==> src/rtl/request_encoder.sv <==
// Registered 4-to-2 request encoder: latches request pulses, grants one per cycle
// (fixed or round-robin priority) on a 2-bit address with an enable/ready handshake.
module request_encoder #(
    parameter bit RR = 1'b1
) (
    input  logic       clk,
    input  logic       rst_n,
    input  logic       in0,
    input  logic       in1,
    input  logic       in2,
    input  logic       in3,
    input  logic       ready,
    output logic       addr0,
    output logic       addr1,
    output logic       enable,
    output logic [3:0] pending,
    output logic       merged
);

    logic [3:0] req;
    logic [3:0] clear_mask;
    logic [3:0] cand;
    logic [3:0] pending_next;
    logic [1:0] grant;
    logic [1:0] ptr;
    logic [1:0] scan_base;
    logic [1:0] sel;
    logic       accept;
    logic       slot_free;
    logic       found;
    logic       merged_next;

    assign req       = {in3, in2, in1, in0};
    assign grant     = {addr1, addr0};
    assign accept    = enable & ready;
    assign slot_free = ~enable | accept;

    // A new request on the line being accepted wins over its clear, so it stays pending.
    assign clear_mask   = accept ? (4'b0001 << grant) : 4'b0000;
    assign cand         = pending & ~clear_mask;
    assign pending_next = cand | req;
    assign merged_next  = |(req & cand);

    assign scan_base = RR ? ptr : 2'd0;

    always_comb begin
        sel   = 2'd0;
        found = 1'b0;
        for (int k = 0; k < 4; k++) begin
            if (!found && cand[scan_base + 2'(k)]) begin
                sel   = scan_base + 2'(k);
                found = 1'b1;
            end
        end
    end

    always_ff @(posedge clk or negedge rst_n) begin
        if (!rst_n) begin
            pending <= 4'b0000;
            merged  <= 1'b0;
            ptr     <= 2'd0;
            addr0   <= 1'b0;
            addr1   <= 1'b0;
            enable  <= 1'b0;
        end else begin
            pending <= pending_next;
            merged  <= merged_next;
            if (accept) begin
                ptr <= grant + 2'd1;
            end
            // The output slot only reloads when it is empty or being accepted, so a held
            // grant is never preempted.
            if (slot_free) begin
                if (found) begin
                    {addr1, addr0} <= sel;
                    enable         <= 1'b1;
                end else begin
                    {addr1, addr0} <= 2'd0;
                    enable         <= 1'b0;
                end
            end
        end
    end

endmodule

==> config.mk <==
export PLATFORM = sky130hd
export DESIGN_NAME = request_encoder
export DESIGN_NICKNAME = d
export VERILOG_FILES = /design/src/rtl/request_encoder.sv
export SDC_FILE = /design/constraint.sdc
export NUM_CORES = 1
export LEC_CHECK = 0
export CAP_MARGIN = 30
export CORE_MARGIN = 3
export CORE_UTILIZATION = 40
export CTS_CLUSTER_DIAMETER = 30
export DETAILED_ROUTE_END_ITERATION = 12
export DONT_BUFFER_PORTS = 1
export PLACE_DENSITY_LB_ADDON = 0.15
export SYNTH_ARGS = -nofsm -noshare
export SYNTH_HDL_FRONTEND = slang
export SYNTH_SLANG_ARGS = --single-unit
==> constraint.sdc <==
create_clock -name clk -period 1.8 [get_ports clk]
set_clock_uncertainty 0.05 [all_clocks]
set_input_delay 0.27 -clock clk [delete_from_list [all_inputs] [get_ports clk]]
set_output_delay 0.27 -clock clk [all_outputs]
set_load 0.01 [all_outputs]
==> summary.txt, run 1 <==
first-pass GRT wire length = 2430 um
post-route DRC violation count = 0
Die W = 46.8 um
critical path start-end classification = reg -> reg
antenna violations before repair = 0
cell area after synthesis = 664 um2
Yosys warning count = 0
Post-Syn Nets = 85
largest net degree at the start of global routing = 13
core area = 1540 um2
maximum level of the CTS H-tree = 1
worst-case setup slack after placement = -4.52 ps
average detailed-routed wire length per instance = 15.7 um
Worst-Margin Slew = 450 ps
kind of path behind the tightest hold check = in -> reg
clock tree from TritonCTS = built
final cell count without fillers = 103
Starting Density = 43.1%
number of nets in the finished design = 99
leading cell type in the layout, fill and taps excluded = sky130_fd_sc_hd__buf_4
via count of the first global-routing pass = 533
Port-buffer cells = 0
number of register bits inferred by synthesis = 10
root cell of the clock tree = sky130_fd_sc_hd__clkbuf_4
RSZ-0062 raised after global routing = yes
count of different cell masters after synthesis = 31
n_diodes = 0
layout overhead on the synthesized area = 33.3%
Critical Path RT = 1960 ps
number of endpoints with negative hold slack in the final report = 0
fraction of layout instances using a drive strength above 1 = 43.7%
top-level port count = 15
Rel. slew slack = 69.9%
result of the run = finished clean
worst hold slack after final layout = 43.3 ps
total iterations of the first detailed-routing run = 4
drt via density = 5.79
number of clock buffers inserted by TritonCTS = 3
total number of vias = 596
number of cells after detailed placement = 96
part of the cycle the worst path needs = 97.2%
1st-iter DRT viols = 8
combined global-route utilization of all metal layers = 16.0%
number of nets with antenna violations after routing = 0
FILL cells = 140
Post-Synthesis Cells = 74
clock period minus final worst setup slack = 1750 ps
most frequent cells in the layout = 12 x sky130_fd_sc_hd__buf_4, 9 x sky130_fd_sc_hd__dfrtp_1, 8 x sky130_fd_sc_hd__nand2_1, 4 x sky130_fd_sc_hd__nor2_1
routability congestion estimate from global placement = 0.781
leakage power figure = 0.000365 uW
Clock Latency Late Sink = 280 ps
startpoint types = flop
crit path capture type = flop
sequential fraction of the synthesis area = 37.7%
post-detailed-placement half-perimeter wirelength = 1160 um
maximum clock frequency = 0.572 GHz
overflow left after global routing = 0
max-cap viol count = 0
total die area = 2190 um2
Worst path slowest cell = sky130_fd_sc_hd__dfrtp_2
Cell Chain, Critical Path = inv_2 -> ha_1 -> nand3_1 -> and2_4 -> buf_4 -> o41ai_1 -> a221o_1
sink count of the clock tree = 10
fin worst setup slack = 51.0 ps
power density over the cells = 1630 nW/um2
final-report setup violation count = 0
VDD IR max = 1.02 mV
worst path arrival time = 1910 ps
delay of the slowest critical-path stage = 430 ps
Avg Cell Area, Syn = 8.98 um2
largest fanout of any net on the critical path = 4
floorplan die height = 46.8 um
row cnt = 14
clock-pin slew of the registers on the worst-case setup and hold paths = 70 ps
final core occ = 57.5%
Post-Route WL = 1620 um
Bufs on Longest Clock Path = 2
max-slew violation count = 0
## cell families (layout without fill, tap and decap cells)
kind of cell	after synthesis	after routing	share of synthesized area [%]
flops	10	10	37.7
compound gates	19	19	20.3
buf+inv	10	23	6.59
mux	2	2	5.08
fa+ha+maj	4	4	7.53
simple gates	29	29	22.8
## cell usage after synthesis
| cell type | n | share of area [%] |
|---|---|---|
| sky130_fd_sc_hd__a2111oi_0 | 1 | 1.3 |
| sky130_fd_sc_hd__o21ai_0 | 3 | 2.3 |
| sky130_fd_sc_hd__or2_2 | 1 | 0.94 |
| sky130_fd_sc_hd__mux2_2 | 1 | 1.7 |
| sky130_fd_sc_hd__or3_1 | 3 | 2.8 |
| sky130_fd_sc_hd__buf_4 | 1 | 1.1 |
| sky130_fd_sc_hd__a211oi_1 | 3 | 3.4 |
| sky130_fd_sc_hd__o221ai_1 | 1 | 1.3 |
| sky130_fd_sc_hd__ha_1 | 4 | 7.5 |
| sky130_fd_sc_hd__a221o_1 | 1 | 1.5 |
| sky130_fd_sc_hd__or2b_2 | 1 | 1.3 |
| sky130_fd_sc_hd__and2b_2 | 1 | 1.3 |
| sky130_fd_sc_hd__clkbuf_2 | 1 | 0.75 |
| sky130_fd_sc_hd__nor4_1 | 1 | 0.94 |
| sky130_fd_sc_hd__o41ai_1 | 1 | 1.3 |
| sky130_fd_sc_hd__buf_2 | 1 | 0.75 |
| sky130_fd_sc_hd__a31oi_1 | 2 | 1.9 |
| sky130_fd_sc_hd__o211ai_1 | 1 | 1.1 |
| sky130_fd_sc_hd__o221a_2 | 1 | 1.7 |
| sky130_fd_sc_hd__nand2_1 | 8 | 4.5 |
| sky130_fd_sc_hd__a21oi_1 | 3 | 2.3 |
| sky130_fd_sc_hd__nand2b_1 | 3 | 2.8 |
| sky130_fd_sc_hd__dfrtp_1 | 10 | 38 |
| sky130_fd_sc_hd__clkbuf_1 | 2 | 1.1 |
| sky130_fd_sc_hd__a22oi_1 | 2 | 2.3 |
| sky130_fd_sc_hd__and2_1 | 2 | 1.9 |
| sky130_fd_sc_hd__and2_0 | 1 | 0.94 |
| sky130_fd_sc_hd__nor2_1 | 4 | 2.3 |
| sky130_fd_sc_hd__inv_1 | 5 | 2.8 |
| sky130_fd_sc_hd__nand3_1 | 4 | 3.0 |
| sky130_fd_sc_hd__mux4_2 | 1 | 3.4 |
## per-layer routing
layer / global-route usage (%) / wire, um
met1: 23.7 / 737
met2: 21.7 / 797
met3: 5.75 / 67
met4: 4.97 / 19
met5: 0 / 0
## worst max-delay path, delay by kind of cell, from the launching register on
kind                     cells  cell delay, ps
AO/OA/AOI/OAI                2             530
flip-flops                   1             430
AND/OR/NAND/NOR              2             290
buffers and inverters        2             240
adder cells (fa/ha/maj)      1             150
## path summary, 6_finish.rpt
path / start / endpoint / slack [ps] / depth (start not counted)
max reg2reg: addr0$_DFFE_PN0P_ / addr1$_DFFE_PN0P_ / 50 / 7
max in group asynchronous: rst_n / addr0$_DFFE_PN0P_ / 1040 / 1
max: addr0$_DFFE_PN0P_ / addr1$_DFFE_PN0P_ / 50 / 7
min: in2 / pending[2]$_DFF_PN0_ / 40 / 1
min in group asynchronous: rst_n / pending[1]$_DFF_PN0_ / 320 / 1
min reg2reg: pending[3]$_DFF_PN0_ / pending[3]$_DFF_PN0_ / 600 / 2
## power by group
part	leakage, uW	total [uW]	switching [uW]	internal [uW]
sequential	0.000103	425	129	296
clock	0.0000210	211	88.2	123
combinational	0.000241	810	374	436
total	0.000365	1450	591	855
## sequential cells by signal (all words and copies together) (netlist names)
| signal | cells |
|---|---|
| pending | 4 |
| merged | 1 |
| enable | 1 |
| addr0 | 1 |
| addr1 | 1 |
| ptr | 2 |
## area by class of cell
type                            count  area (um2)  area share (%)
Timing Repair Buffer               14         111            12.6
Tap cell                           16        20.0            2.26
Inverter                            5        18.8            2.12
Clock buffer                        4        36.3            4.10
Sequential cell                    10         251            28.4
Multi-Input combinational cell     54         448            50.6
## per-stage QoR
| stage | area, um2 | power (uW) | TNS, ps |
|---|---|---|---|
| after floorplan | 666 | 796 | 0 |
| after global placement | 743 | 1040 | -1.08 |
| after detailed placement | 743 | 1030 | -4.52 |
| after CTS | 792 | 1270 | 0 |
| after global routing | 886 | 1560 | -33.3 |
| final | 886 | 1450 | 0 |
## what timing repair did
item / CTS / global route
gates resized for setup: 2 / 19
endpoints found under the hold margin: 10 / 0
hold buffers: 1 / 0
buffers inserted: 0 / 2
pin swaps: 0 / 5
setup endpoints to repair: 2 / 3
(Power assumes the default switching activity.)
==> run 2: changes to the inputs <==
CORE_UTILIZATION = 45   (was 40)
clock period = 2 ns   (was 1.8 ns; I/O delays follow)
==> run 2 against run 1 <==
Effect of this change:
- clock power fell by 10%
- non-clock buffer count decreased by 10
- via count decreased by 4.0%
- combinational power is 41% lower
- maximum frequency fell by 4.7%
- sequential share of layout area increased by 6.1 points
==> summary.txt, run 2 (synthesis gave the netlist of run 1 again) <==
drt via density = 6.22 (+7.4%)
setup fix buffers added after clock tree synthesis = 0 (unchanged)
Cell Chain, Critical Path = inv_1 -> ha_1 -> nand3_1 -> and2_1 -> mux4_2 -> nor2_1 -> o21ai_0
clock tree from TritonCTS = built
layout overhead on the synthesized area = 9.60%
total number of vias = 572 (-4.0%)
core area = 1350 um2 (-12%)
Worst-Margin Slew = 482 ps (+32.1 ps)
global-route met2 utilization = 24.4% (+2.7 points)
Hold Path Stages = 1 (unchanged)
registers with the most flip-flops = pending (4), ptr (2)
root cell of the clock tree = sky130_fd_sc_hd__clkbuf_4
power density over the cells = 1420 nW/um2 (-13%)
clock-pin slew of the registers on the worst-case setup and hold paths = 70 ps (about the same)
Clock Latency Late Sink = 280 ps (about the same)
post-detailed-placement half-perimeter wirelength = 1130 um (-2.9%)
number of nets with antenna violations after routing = 0 (unchanged)
largest net degree at the start of global routing = 13 (unchanged)
setup total negative slack = 0 ps (unchanged)
number of flip-flops in the largest register = 4 (unchanged)
Port-buffer cells = 0 (unchanged)
Post-Route WL = 1480 um (-8.8%)
flip-flop and latch area = 251 um2 (unchanged)
worst reg2reg path depth = 7 (unchanged)
worst path arrival time = 1930 ps (+20 ps)
max-slew violation count = 0 (unchanged)
floorplan die height = 44.4 um (-5.0%)
maximum level of the CTS H-tree = 1 (unchanged)
most frequent cells in the layout = 9 x sky130_fd_sc_hd__dfrtp_1, 8 x sky130_fd_sc_hd__nand2_1, 5 x sky130_fd_sc_hd__inv_1
Worst path slowest cell = sky130_fd_sc_hd__mux4_2
max-cap viol count = 0 (unchanged)
crit path capture type = flop
total die area = 1970 um2 (-9.7%)
first-pass GRT wire length = 2410 um (-0.82%)
final core occ = 53.9% (-3.5 points)
clock period minus final worst setup slack = 1830 ps (+85.3 ps)
final-report setup violation count = 0 (unchanged)
RSZ-0062 raised after global routing = no
antenna violations before repair = 0 (unchanged)
busiest metal layer after global routing = met2
number of clock buffers inserted by TritonCTS = 3 (unchanged)
number of endpoints with negative hold slack in the final report = 0 (unchanged)
Die W = 44.4 um (-5.0%)
top-level port count = 15 (unchanged)
kind of path behind the tightest hold check = in -> reg
Largest delay share family, worst path = multiplexers
fraction of layout instances using a drive strength above 1 = 18.2% (-25 points)
Rel. slew slack = 67.8% (-2.1 points)
post-route DRC violation count = 0 (unchanged)
total buffers and inverters traversed by the critical path = 1 (-1)
1st-iter DRT viols = 22 (+14)
leakage power figure = 0.000304 uW (-17%)
largest reg by FF count = pending
average detailed-routed wire length per instance = 16.1 um (+2.1%)
total iterations of the first detailed-routing run = 4 (unchanged)
Starting Density = 49.2% (+6.1 points)
n_diodes = 0 (unchanged)
critical path start-end classification = reg -> reg
sink count of the clock tree = 10 (unchanged)
combined global-route utilization of all metal layers = 17.4% (+1.3 points)
via count of the first global-routing pass = 509 (-4.5%)
total number of cells along the worst setup path = 7 (unchanged)
FILL cells = 127 (-9.3%)
routability congestion estimate from global placement = 0.888 (+14%)
part of the cycle the worst path needs = 91.7% (-5.4 points)
met1 track utilization from global routing = 23.6% (-0.10 points)
delay of the slowest critical-path stage = 480 ps (+50 ps)
VDD IR max = 0.710 mV (-30%)
overflow left after global routing = 0 (unchanged)
leading cell type in the layout, fill and taps excluded = sky130_fd_sc_hd__dfrtp_1
number of nets in the finished design = 89 (-10%)
grt met3 use = 5.69% (-0.056 points)
Bufs on Longest Clock Path = 2 (unchanged)
maximum clock frequency = 0.545 GHz (-4.7%)
result of the run = finished clean
largest fanout of any net on the critical path = 8 (+4)
startpoint types = flop
multi-input logic area = 370 um2 (-17%)
Critical Path RT = 2090 ps (+130 ps)
row cnt = 13 (-1)
[run 2: cell types whose count changed in the layout (fill, tap and decap cells not counted), moves of 2 or more]
cell                       change
sky130_fd_sc_hd__inv_2         -2
sky130_fd_sc_hd__a211oi_1      +2
sky130_fd_sc_hd__a211oi_2      -2
sky130_fd_sc_hd__ha_4          -2
sky130_fd_sc_hd__and2_1        +3
sky130_fd_sc_hd__and2_4        -3
sky130_fd_sc_hd__nand3_1       +2
sky130_fd_sc_hd__buf_4         -9
sky130_fd_sc_hd__nand3_2       -2
sky130_fd_sc_hd__inv_1         +2
sky130_fd_sc_hd__ha_1          +2
[run 2: worst register-to-register path, stage by stage, from the launching register on]
cell                      delay, ps
sky130_fd_sc_hd__dfrtp_1        390
sky130_fd_sc_hd__inv_1           90
sky130_fd_sc_hd__ha_1           140
sky130_fd_sc_hd__nand3_1        110
sky130_fd_sc_hd__and2_1         270
sky130_fd_sc_hd__mux4_2         480
sky130_fd_sc_hd__nor2_1          90
sky130_fd_sc_hd__o21ai_0         70
[run 2: worst paths after layout]
path                                    from                   end  slack, ps
setup reg to reg           addr0$_DFFE_PN0P_    enable$_DFFE_PN0P_        170
max in group asynchronous              rst_n    enable$_DFFE_PN0P_       1180
hold reg to reg            addr0$_DFFE_PN0P_    ptr[0]$_DFFE_PN0P_        600
min in group asynchronous              rst_n     addr1$_DFFE_PN0P_        360
hold / removal                           in0  pending[0]$_DFF_PN0_         80
setup / recovery           addr0$_DFFE_PN0P_    enable$_DFFE_PN0P_        170
[run 2: layer usage]
layer,part of all wire (%),vias to the layer above,routed length [um]
met2,47,25,697
met1,44,270,649
met4,1.8,0,26
met5,0,-,0
li1,-,273,-
met3,7.1,4,105
[run 2: where the power goes]
| group | internal (uW) | switching (uW) |
|---|---|---|
| combinational | 219 | 260 |
| sequential | 265 | 102 |
| clock | 111 | 78.0 |
| total | 595 | 440 |
[run 2: layout make-up]
type | instances | share of cell area (%)
clock buffers | 4 | 4.98
well taps | 15 | 2.58
flip-flops and latches | 10 | 34.5
inverters | 5 | 2.58
multi-input cells | 54 | 50.9
repair buffers | 4 | 4.47
[run 2: per-stage QoR]
| stage | setup WS, ps | total power (uW) | instance area (um2) | hold slack (ps) | cells |
|---|---|---|---|---|---|
| finish | 166 | 1040 | 728 | 83.1 | 92 |
| global route | 50.6 | 1120 | 728 | 68.7 | 92 |
| CTS | 87.5 | 1030 | 727 | 80.6 | 92 |
| detailed placement | 94.6 | 839 | 681 | -45.2 | 87 |
| global placement | 103 | 837 | 681 | -45.3 | 87 |
| floorplan | 183 | 714 | 664 | -45.6 | 74 |
[run 2: timing repair]
action,CTS,global route
setup endpoints to repair,0,2
hold buffers,1,0
gates resized for setup,0,2
hold endpoints to repair,10,0
==> run 3: changes to the inputs <==
clock period = 1.7 ns   (was 2 ns; I/O delays follow)
==> run 3 against run 2 <==
Effect of this change:
- the flow now finishes with violations (negative setup slack)
- final area is 24% higher
- sequential power increased by 26%
- clock-buffer cell count is the same
- register-to-register slack lost 180 ps
- flip-flop and latch count did not move
- power increased by 50%
- clock power rose by 21%
- combinational power rose by 80%
- largest cell class unchanged
==> summary.txt, run 3 (synthesis gave the netlist of run 1 again) <==
result of the run = finished, violations left
failing checks = negative setup slack
post-route cell area = 905 um2 (+24%)
Worst R2R Setup Slack = -10 ps (-180 ps)
flip-flop and latch area = 254 um2 (+1.0%)
delay of the slowest critical-path stage = 450 ps (-30 ps)
root cell of the clock tree = sky130_fd_sc_hd__clkbuf_4
largest fanout of any net on the critical path = 6 (-2)
Worst Hold End = pending[0]$_DFF_PN0_
final cell count without fillers = 102 (+11%)
net switching component of the power = 655 uW (+49%)
worst reg2reg path depth = 6 (-1)
worst path arrival time = 1810 ps (-120 ps)
Sequential Power Share = 29.7% (-5.7 points)
layout overhead on the synthesized area = 36.2%
first-pass GRT wire length = 2730 um (+13%)
antenna violations before repair = 0 (unchanged)
total chip power = 1550 uW (+50%)
Port-buffer cells = 0 (unchanged)
clock-pin slew of the registers on the worst-case setup and hold paths = 70 ps (about the same)
sink count of the clock tree = 10 (unchanged)
clock period minus final worst setup slack = 1710 ps (-123 ps)
kind of path behind the tightest hold check = in -> reg
part of the cycle the worst path needs = 101% (+9.0 points)
Worst path slowest cell = sky130_fd_sc_hd__dfrtp_2
Rel. slew slack = 67.9% (+0.11 points)
clock tree from TritonCTS = built
Hold Path Stages = 1 (unchanged)
maximum clock frequency = 0.584 GHz (+7.2%)
worst min-delay path startpoint = in0
Net Sw Frac = 42.2% (-0.37 points)
row cnt = 13 (unchanged)
maximum level of the CTS H-tree = 1 (unchanged)
power density over the cells = 1720 nW/um2 (+21%)
n_diodes = 0 (unchanged)
leakage power figure = 0.000361 uW (+19%)
drt via density = 6.01 (-3.3%)
top-level port count = 15 (unchanged)
number of clock buffers inserted by TritonCTS = 3 (unchanged)
post-detailed-placement half-perimeter wirelength = 1230 um (+9.4%)
number of flip-flops in the largest register = 4 (unchanged)
post-route DRC violation count = 0 (unchanged)
Worst-Margin Slew = 480 ps (-1.61 ps)
total number of vias = 613 (+7.2%)
startpoint types = flop
worst hold slack after final layout = 26.6 ps (-56.5 ps)
RSZ-0062 raised after global routing = yes
Logic pwr share = 55.6% (+9.3 points)
total iterations of the first detailed-routing run = 4 (unchanged)
registers with the most flip-flops = pending (4), ptr (2)
routability congestion estimate from global placement = 0.869 (-2.0%)
fraction of layout instances using a drive strength above 1 = 48.3% (+30 points)
max-slew violation count = 0 (unchanged)
average detailed-routed wire length per instance = 16.7 um (+3.7%)
overflow left after global routing = 0 (unchanged)
floorplan die height = 44.4 um (unchanged)
1st-iter DRT viols = 11 (-50%)
number of cells after detailed placement = 96 (+10%)
critical path start-end classification = reg -> reg
Critical Path RT = 1800 ps (-290 ps)
largest net degree at the start of global routing = 13 (unchanged)
via count of the first global-routing pass = 581 (+14%)
Internal Pwr Total = 898 uW (+51%)
number of nets with antenna violations after routing = 0 (unchanged)
final core occ = 67.0% (+13 points)
Post-Route WL = 1700 um (+15%)
total die area = 1970 um2 (unchanged)
Die W = 44.4 um (unchanged)
Cell Chain, Critical Path = ha_1 -> nand3_2 -> and2_4 -> or3_1 -> a211oi_2 -> o21ai_1
critical register-to-register path endpoint = enable$_DFFE_PN0P_
worst r2r src = addr1$_DFFE_PN0P_
crit path capture type = flop
Clock Latency Late Sink = 280 ps (about the same)
max-cap viol count = 0 (unchanged)
core area = 1350 um2 (unchanged)
largest reg by FF count = pending
most frequent cells in the layout = 13 x sky130_fd_sc_hd__buf_4, 8 x sky130_fd_sc_hd__nand2_1, 7 x sky130_fd_sc_hd__dfrtp_1
combined global-route utilization of all metal layers = 19.5% (+2.1 points)
number of endpoints with negative hold slack in the final report = 0 (unchanged)
leading cell type in the layout, fill and taps excluded = sky130_fd_sc_hd__buf_4
fin worst setup slack = -11.7 ps (-177 ps)
Bufs on Longest Clock Path = 2 (unchanged)
number of nets in the finished design = 99 (+11%)
FILL cells = 109 (-14%)
placed cell area = 768 um2 (+13%)
final-report setup violation count = 1 (+1)
clock power share = 14.7% (-3.5 points)
Starting Density = 49.2% (unchanged)
VDD IR max = 0.957 mV (+35%)
multi-input logic area = 464 um2 (+25%)
[run 3: changes by cell type in the layout (fill, tap and decap cells not counted), moves of 2 or more]
cell	before	now
sky130_fd_sc_hd__ha_1	4	1
sky130_fd_sc_hd__nand3_1	4	1
sky130_fd_sc_hd__ha_4	0	3
sky130_fd_sc_hd__and2_4	0	3
sky130_fd_sc_hd__dfrtp_1	9	7
sky130_fd_sc_hd__nand3_2	0	3
sky130_fd_sc_hd__inv_4	0	2
sky130_fd_sc_hd__buf_4	3	13
sky130_fd_sc_hd__dfrtp_2	1	3
sky130_fd_sc_hd__inv_1	5	3
sky130_fd_sc_hd__and2_1	3	0
[run 3: worst max-delay path: cells and delay by family, from the launching register on]
kind,cells,cell delay (ps)
flops,1,450
compound gates,2,300
simple gates,3,580
fa+ha+maj,1,190
[run 3: timing repair]
item                       CTS  global route
hold endpoints to repair    10             0
setup endpoints to repair    3             3
pin swaps                    6             2
buffers inserted             1             0
gates resized for setup     16             6
hold buffers                 1             0
[run 3: worst max-delay path by stage]
stage                                  from            endpoint  slack [ps]  cells after the start
final                     addr1$_DFFE_PN0P_  enable$_DFFE_PN0P_         -10                      6
after global routing      addr1$_DFFE_PN0P_  enable$_DFFE_PN0P_         -90                      7
after CTS                 addr1$_DFFE_PN0P_  enable$_DFFE_PN0P_          -3                      6
after detailed placement  addr1$_DFFE_PN0P_  enable$_DFFE_PN0P_        -100                      7
after global placement    addr1$_DFFE_PN0P_  enable$_DFFE_PN0P_         -60                      7
after floorplan           addr0$_DFFE_PN0P_  enable$_DFFE_PN0P_         -40                      8
[run 3: layout make-up]
cell class,count,area share [%]
Timing Repair Buffer,14,11.9
Multi-Input combinational cell,54,51.3
Tap cell,15,2.07
Clock buffer,4,4.01
Sequential cell,10,28.1
Inverter,5,2.63
[run 3: power by group through the flow]
stage	logic (uW)	clock network, uW	registers (uW)
6_report	864	228	462
5_1_grt	947	237	477
4_1_cts	813	226	450
3_5_place_dp	676	0	450
3_3_place_gp	666	0	442
2_1_floorplan	459	0	409
[run 3: routing by layer]
layer | GRT usage (%) | share of wire (%) | up-vias
met2 | 28.8 | 48 | 28
met3 | 5.28 | 6.3 | 5
met4 | 9.04 | 2.3 | 0
li1 | - | - | 296
met5 | 0 | 0 | -
met1 | 26.4 | 44 | 284
[run 3: through the flow]
stage	TNS [ps]	setup slack, ps
detailed placement	-202	-105
CTS	-3.14	-3.14
global placement	-91.1	-56.9
global route	-140	-89.2
finish	-11.7	-11.7
floorplan	-37.3	-37.3
